File: config.mk
export PLATFORM = sky130hd
export DESIGN_NAME = mux_nto1_pipe_flat
export DESIGN_NICKNAME = d
export VERILOG_FILES = /design/src/rtl/mux_nto1_pipe_if.sv /design/src/rtl/mux_nto1_pipe.sv /design/src/flat_wrapper.sv
export SDC_FILE = /design/constraint.sdc
export NUM_CORES = 1
export LEC_CHECK = 0
export BUFFER_PORTS_ARGS = -buffer_cell sky130_fd_sc_hd__buf_4
export CORE_ASPECT_RATIO = 0.9
export CORE_MARGIN = 2
export CORE_UTILIZATION = 35
export DETAILED_ROUTE_END_ITERATION = 10
export PLACE_DENSITY = 0.68
export SYNTH_ARGS = -nofsm -noshare
export SYNTH_HDL_FRONTEND = slang
export SYNTH_SLANG_ARGS = --single-unit
export TNS_END_PERCENT = 30
File: constraint.sdc
create_clock -name clk -period 3.51 [get_ports clk]
set_input_delay 0.351 -clock clk [delete_from_list [all_inputs] [get_ports clk]]
set_output_delay 0.351 -clock clk [all_outputs]
set_load 0.01 [all_outputs]
File: src/rtl/mux_nto1_pipe_if.sv
// Handshake bundle for the pipelined N:1 selector: source-side payload/valid and
// sink-side result/ready.
interface mux_nto1_pipe_if #(
    parameter int unsigned N      = 8,
    parameter int unsigned NUM_IN = 16,
    parameter int unsigned SEL_W  = 5
) ();
    logic [NUM_IN*N-1:0] din;
    logic [SEL_W-1:0]    sel;
    logic                in_valid;
    logic                in_ready;
    logic [N-1:0]        dout;
    logic                dout_oob;
    logic                out_valid;
    logic                out_ready;

    modport master (
        output din, sel, in_valid, out_ready,
        input  in_ready, dout, dout_oob, out_valid
    );

    modport slave (
        input  din, sel, in_valid, out_ready,
        output in_ready, dout, dout_oob, out_valid
    );
endinterface

File: src/rtl/mux_nto1_pipe.sv
// Pipelined radix-R N:1 selector with valid/ready flow control, bubble collapsing
// and out-of-range select flagging.
module mux_nto1_pipe #(
    parameter int unsigned N      = 8,
    parameter int unsigned NUM_IN = 16,
    parameter int unsigned SEL_W  = 5,
    parameter int unsigned RADIX  = 4
) (
    input  logic            clk,
    input  logic            rst,
    mux_nto1_pipe_if.slave  bus
);

    // Number of live lanes left after lvl levels of radix reduction.
    function automatic int unsigned lvl_cnt(input int unsigned lvl);
        int unsigned c;
        c = NUM_IN;
        for (int unsigned i = 0; i < lvl; i++) c = (c + RADIX - 1) / RADIX;
        return c;
    endfunction

    function automatic int unsigned stg_cnt();
        int unsigned c;
        int unsigned n;
        c = NUM_IN;
        n = 0;
        for (int unsigned i = 0; i < 32; i++) begin
            if (c > 1) begin
                c = (c + RADIX - 1) / RADIX;
                n++;
            end
        end
        return n;
    endfunction

    localparam int unsigned LOG_R   = $clog2(RADIX);
    localparam int unsigned NUM_STG = stg_cnt();
    localparam int unsigned SW      = NUM_STG * LOG_R;

    if (NUM_IN < 2) begin : g_chk_num_in
        $error("mux_nto1_pipe: NUM_IN must be at least 2");
    end
    if (SEL_W < $clog2(NUM_IN)) begin : g_chk_sel_w
        $error("mux_nto1_pipe: SEL_W too narrow for NUM_IN");
    end
    if (RADIX < 2 || (RADIX & (RADIX - 1)) != 0) begin : g_chk_radix
        $error("mux_nto1_pipe: RADIX must be a power of 2 and at least 2");
    end

    // Entry clamp: out-of-range selects steer to channel 0 and raise the flag.
    logic          oob_e;
    logic [SW-1:0] sel_e;

    assign oob_e = {1'b0, bus.sel} >= (SEL_W+1)'(NUM_IN);
    assign sel_e = oob_e ? '0 : SW'(bus.sel);

    logic [NUM_STG:0]   en;
    logic [NUM_STG-1:0] v;
    logic [NUM_STG-1:0] oob;

    assign en[NUM_STG] = bus.out_ready;

    for (genvar s = 0; s < NUM_STG; s++) begin : g_stg
        localparam int unsigned IN_CNT  = lvl_cnt(s);
        localparam int unsigned OUT_CNT = lvl_cnt(s + 1);
        localparam int unsigned IN_SW   = (NUM_STG - s) * LOG_R;

        logic [IN_CNT*N-1:0]  in_data;
        logic [IN_SW-1:0]     sel_in;
        logic                 v_in;
        logic                 oob_in;
        logic [LOG_R-1:0]     digit;
        logic [N-1:0]         grp [OUT_CNT][RADIX];
        logic [OUT_CNT*N-1:0] data_d;
        logic [OUT_CNT*N-1:0] data_q;
        logic                 v_q;
        logic                 oob_q;

        if (s == 0) begin : g_first
            assign in_data = bus.din;
            assign sel_in  = sel_e;
            assign v_in    = bus.in_valid;
            assign oob_in  = oob_e;
        end else begin : g_next
            assign in_data = g_stg[s-1].data_q;
            assign sel_in  = g_stg[s-1].g_rem.sel_q;
            assign v_in    = v[s-1];
            assign oob_in  = oob[s-1];
        end

        assign digit = sel_in[LOG_R-1:0];

        // Partial groups pad with zero lanes; the entry clamp keeps them unreachable.
        for (genvar g = 0; g < OUT_CNT; g++) begin : g_grp
            for (genvar r = 0; r < RADIX; r++) begin : g_leg
                if (g * RADIX + r < IN_CNT) begin : g_live
                    assign grp[g][r] = in_data[(g*RADIX+r)*N +: N];
                end else begin : g_tie
                    assign grp[g][r] = '0;
                end
            end
            assign data_d[g*N +: N] = grp[g][digit];
        end

        always_ff @(posedge clk) begin
            if (rst) begin
                v_q    <= 1'b0;
                oob_q  <= 1'b0;
                data_q <= '0;
            end else if (en[s]) begin
                v_q    <= v_in;
                oob_q  <= oob_in;
                data_q <= data_d;
            end
        end

        // Remaining select digits ride along with the data to the next stage.
        if (s + 1 < NUM_STG) begin : g_rem
            logic [IN_SW-LOG_R-1:0] sel_q;

            always_ff @(posedge clk) begin
                if (rst) begin
                    sel_q <= '0;
                end else if (en[s]) begin
                    sel_q <= sel_in[IN_SW-1:LOG_R];
                end
            end
        end

        assign v[s]   = v_q;
        assign oob[s] = oob_q;
        assign en[s]  = !v_q || en[s+1];
    end

    assign bus.in_ready  = en[0];
    assign bus.out_valid = v[NUM_STG-1];
    assign bus.dout_oob  = oob[NUM_STG-1];
    assign bus.dout      = g_stg[NUM_STG-1].data_q;

endmodule

File: src/flat_wrapper.sv
// flat-port wrapper written by rule: the top's interface ports become plain ports
module mux_nto1_pipe_flat 
#(
    parameter int unsigned N      = 8,
    parameter int unsigned NUM_IN = 16,
    parameter int unsigned SEL_W  = 5,
    parameter int unsigned RADIX  = 4
)
  (clk, rst, bus_din, bus_sel, bus_in_valid, bus_out_ready, bus_in_ready, bus_dout, bus_dout_oob, bus_out_valid);
  mux_nto1_pipe_if #(.N(N), .NUM_IN(NUM_IN), .SEL_W(SEL_W)) bus_i ();
  input  logic clk;
  input  logic rst;
  input wire logic [$bits(bus_i.din)-1:0] bus_din;
  input wire logic [$bits(bus_i.sel)-1:0] bus_sel;
  input wire logic [$bits(bus_i.in_valid)-1:0] bus_in_valid;
  input wire logic [$bits(bus_i.out_ready)-1:0] bus_out_ready;
  output wire logic [$bits(bus_i.in_ready)-1:0] bus_in_ready;
  output wire logic [$bits(bus_i.dout)-1:0] bus_dout;
  output wire logic [$bits(bus_i.dout_oob)-1:0] bus_dout_oob;
  output wire logic [$bits(bus_i.out_valid)-1:0] bus_out_valid;
  assign bus_i.din = bus_din;
  assign bus_i.sel = bus_sel;
  assign bus_i.in_valid = bus_in_valid;
  assign bus_i.out_ready = bus_out_ready;
  assign bus_in_ready = bus_i.in_ready;
  assign bus_dout = bus_i.dout;
  assign bus_dout_oob = bus_i.dout_oob;
  assign bus_out_valid = bus_i.out_valid;
  mux_nto1_pipe #(.N(N), .NUM_IN(NUM_IN), .SEL_W(SEL_W), .RADIX(RADIX)) u_core (.clk(clk), .rst(rst), .bus(bus_i));
endmodule
# == Word level (Yosys, flattened, before mapping) ==
# Index checks and enable logic that the tools add are counted.
# classes
muxes,16
order_cmp,3
bitwise,2
n_reduce_logical,4
# op_table
op,count
binary-select mux 8 bit (select 2 bit),5
two-way mux 8 bit,10
"greater-or-equal comparator 3 bit, second input constant",2
NOT 2 -> 3 bit,2
"greater-or-equal comparator 5 bit, second input constant",1
two-way mux 4 bit,1
logical NOT 1 bit,2
logical OR 1 bit,2
# word_totals
regBits,46

# == Longest topological paths before layout ==
# depth
ltp_word,6
depth_mapped,6

# == Least setup slack after synthesis ==
# Ideal clock, no wire load.
# synth_timing
path_kind,input to register
from,input port bus_sel[0]
to,register u_core.g_stg[0].data_q[10]
stages,5
path_buffers,2
path_slack_ns,2.128
t_arrival_ns,1.248
path_cell_list,buf_6 > buf_6 > mux2_2 > a221oi_1 > a211oi_1
# synth_between
elab_chain_len,6
# synth_lines
element,line,text
"start, declared",flat_wrapper.sv:14,input wire logic [$bits(bus_i.sel)-1:0] bus_sel;
greater-or-equal comparator 5 bit,mux_nto1_pipe.sv:54,"assign oob_e = {1'b0, bus.sel} >= (SEL_W+1)'(NUM_IN);"
two-way mux 4 bit *,mux_nto1_pipe.sv:55,assign sel_e = oob_e ? '0 : SW'(bus.sel);
NOT 2 -> 3 bit (not written as such) *,mux_nto1_pipe.sv:102,assign data_d[g*N +: N] = grp[g][digit];
binary-select mux 8 bit (select 2 bit) *,mux_nto1_pipe.sv:102,
two-way mux 8 bit (not written as such) * (2 in series),mux_nto1_pipe.sv:102,
"end signal, assigned",mux_nto1_pipe.sv:113,data_q <= data_d;
"end, declared",mux_nto1_pipe.sv:75,logic [OUT_CNT*N-1:0] data_q;
# Mark *: on every way between the ends. The rest lies on a longest branch, timed or not. The select of a mux whose other input is x is not followed.
# A chain may end at the register's enable or synchronous reset.

# == Final worst setup path ==
# layout_timing
from,"register u_core.g_stg[1].v_q, in the netlist u_core.bus.out_valid"
to,output port bus_in_ready
# layout_between
elab_chain_len,3
# layout_lines
element,line,text
"start, declared",mux_nto1_pipe.sv:76,logic v_q;
"start signal, assigned",mux_nto1_pipe.sv:111,v_q <= v_in;
logical NOT 1 bit,mux_nto1_pipe.sv:132,assign en[s] = !v_q || en[s+1];
logical OR 1 bit (2 in series),mux_nto1_pipe.sv:132,
"end, declared",flat_wrapper.sv:17,output wire logic [$bits(bus_i.in_ready)-1:0] bus_in_ready;
# No other way between the ends.

==> results.yml <==
die:
  fp-row-count: 33
  ios: 148
  die-area_um2: 10100
  die_y_um: 95.7
  dieWidth_um: 106
  start_util: 0.360
  coreArea_um2: 9080
clock_network:
  clock_path_buffers: 2
  clk_pin_slew_ns: 0.08
  hold_buffers: 0
  htreeDepth: 2
  cts_tree: "yes"
  post_cts_buffers: 0
  numCtsBuffers: 5
  cts_sinks: 46
  root_buffer: "clkbuf_8"
  ctsResizeCount: 0
  clock_latency_ns: 0.29
setup_path:
  cp.arrival_ns: 2.10
  critPathKind: "reg -> out"
  start_kind: "flip-flop"
  critPathCaptureType: "primary output"
  critical_path_required_ns: 3.16
  worstPathMaxFanout: 37
yosys:
  synth_edf_count: 0
  synth-seq-area-share: 0.282
  synthDistinctLibCells: 24
  yosys.area.top_type: "dfxtp_1"
  synth_cells: 364
  synth_ff_type: "dfxtp_1"
  syn_area_um2: 3270
  netlist.area_leader.share: 0.282
  synth.avg_cell_area_um2: 8.98
  synth_most_common_cell: "dfxtp_1"
  ys_top_cells_by_count: "dfxtp_1 (46), nor2_1 (37), nand3b_1 (33)"
  ys_ff_latch: 46
  ys_warn_count: 0
  synth_nets: 501
  synthArstFlopShare: 0
  netlist_top_cells_area: "dfxtp_1 (28%), mux2_2 (11%), nand3b_1 (7.6%)"
placement:
  io_buffers: 147
  placed_area_um2: 4300
  gp_congestion: 0.852
  hpwl_um: 7010
sta:
  fin_crit_ns: 2.45
  clock_skew_ns: 0.00337
  max_freq_mhz: 408
  timing.hold.ws_ns: 0.273
  drv_slew: 0
  hold_viol: 0
  fin_crit_sh: 0.699
  finalSetupViolations: 0
  finalSetupTns_ns: 0
  max_slew_margin: 0.184
  tightest_slew_ns: 1.22
  rsz0062_at_grt: "false"
grt:
  overflow: 0
  antenna_found_initial: 0
  grt_pass1_vias: 3052
  grt_max_degree: 92
  grt_pass1_wl_um: 15100
  grtUsageTotal: 0.187
pwr:
  leakage_nw: 1.84
  powerDensity_nw_per_um2: 288
  total_power_mw: 1.27
  ir_drop_uv: 144
finish:
  antenna_cells: 0
  final_area_um2: 4390
  fin_nets: 616
  syn_to_final_growth_pct: 34.2
  drive_above_1_share: 0.427
routing:
  routed_wl_um: 9650
  vias_per_cell: 5.29
  ant_nets: 0
  route.detailed.drc: 0
  wl_per_cell_um: 16.1
  dr.pass1.iters: 4
  vias: 3171
  first_iter_violations: 188
hold_path:
  hold_class: "in -> reg"
flow_run:
  maxCapViolCount: 0
run_status:
  status: "completed"
[area by class of cell]
cell class | count | area [um^2]
inverters | 1 | 5.00
flip-flops and latches | 46 | 921
well taps | 122 | 153
repair buffers | 149 | 1120
multi-input cells | 276 | 2110
fillers | 891 | 4700
clock buffers | 6 | 82.6
[sequential cells by signal, summed over array words and instances (netlist names)]
register,cells
u_core.bus.dout,8
u_core.bus.out_valid,1
u_core.bus.dout_oob,1
u_core.g_stg.data_q,32
u_core.g_stg.oob_q,1
u_core.g_stg.v_q,1
u_core.g_stg.g_rem.sel_q,2
[layout by cell type (no fill, tap or decap)]
master	instances
buf_4	149
dfxtp_1	46
nor2_1	37
nand3b_1	33
nand2b_1	32
a21o_1	31
mux2_2	31
a211oi_1	31
a221oi_1	24
nand2_1	22
a21oi_1	13
mux4_2	8
a221oi_2	7
clkbuf_8	6
and3b_2	1
clkinv_2	1
and2b_1	1
nor2b_1	1
mux2i_1	1
a211o_1	1
o21ai_0	1
a311oi_2	1
[worst paths after layout]
path	from	to	slack, ns	cells past startpoint
setup reg to reg	u_core.bus.out_valid$_SDFFE_PP0P_	u_core.g_stg[0].data_q[14]$_SDFFE_PP0P_	1.52	5
setup / recovery	u_core.bus.out_valid$_SDFFE_PP0P_	bus_in_ready	1.06	4
hold / removal	bus_in_valid	u_core.g_stg[0].v_q$_SDFFE_PP0P_	0.27	3
hold reg to reg	u_core.bus.dout[3]$_SDFFE_PP0P_	u_core.bus.dout[3]$_SDFFE_PP0P_	0.45	2
[metal layers]
metal | wire, um | up-vias | track usage
li1 | - | 1576 | -
met1 | 4460 | 1474 | 0.261
met2 | 4490 | 111 | 0.306
met3 | 625 | 10 | 0.0332
met4 | 78 | 0 | 0.0395
met5 | 0 | - | 0
[power breakdown]
group	internal, mW	switching, mW
Sequential	0.562	0.0309
Combinational	0.218	0.140
Clock	0.152	0.162
Total	0.932	0.333
[cell families after synthesis]
group / after synthesis / synth area share
simple gates: 127 / 0.212
compound gates: 109 / 0.268
flops: 46 / 0.282
buf+inv: 42 / 0.0742
mux: 40 / 0.165
[per-stage QoR]
stage / cells / setup WS [ns] / utilization
finish: 600 / 1.06 / 0.483
global route: 600 / 0.910 / 0.483
CTS: 600 / 1.03 / 0.483
detailed placement: 594 / 1.12 / 0.474
global placement: 594 / 1.21 / 0.474
floorplan: 364 / 2.13 / -
[worst max-delay path, stage by stage (launching register included)]
cell	delay, ns
dfxtp_1	0.36
and3b_2	0.18
buf_4	0.38
clkinv_2	0.54
buf_4	0.33
Note: power is estimated with default switching activity, not from simulation.
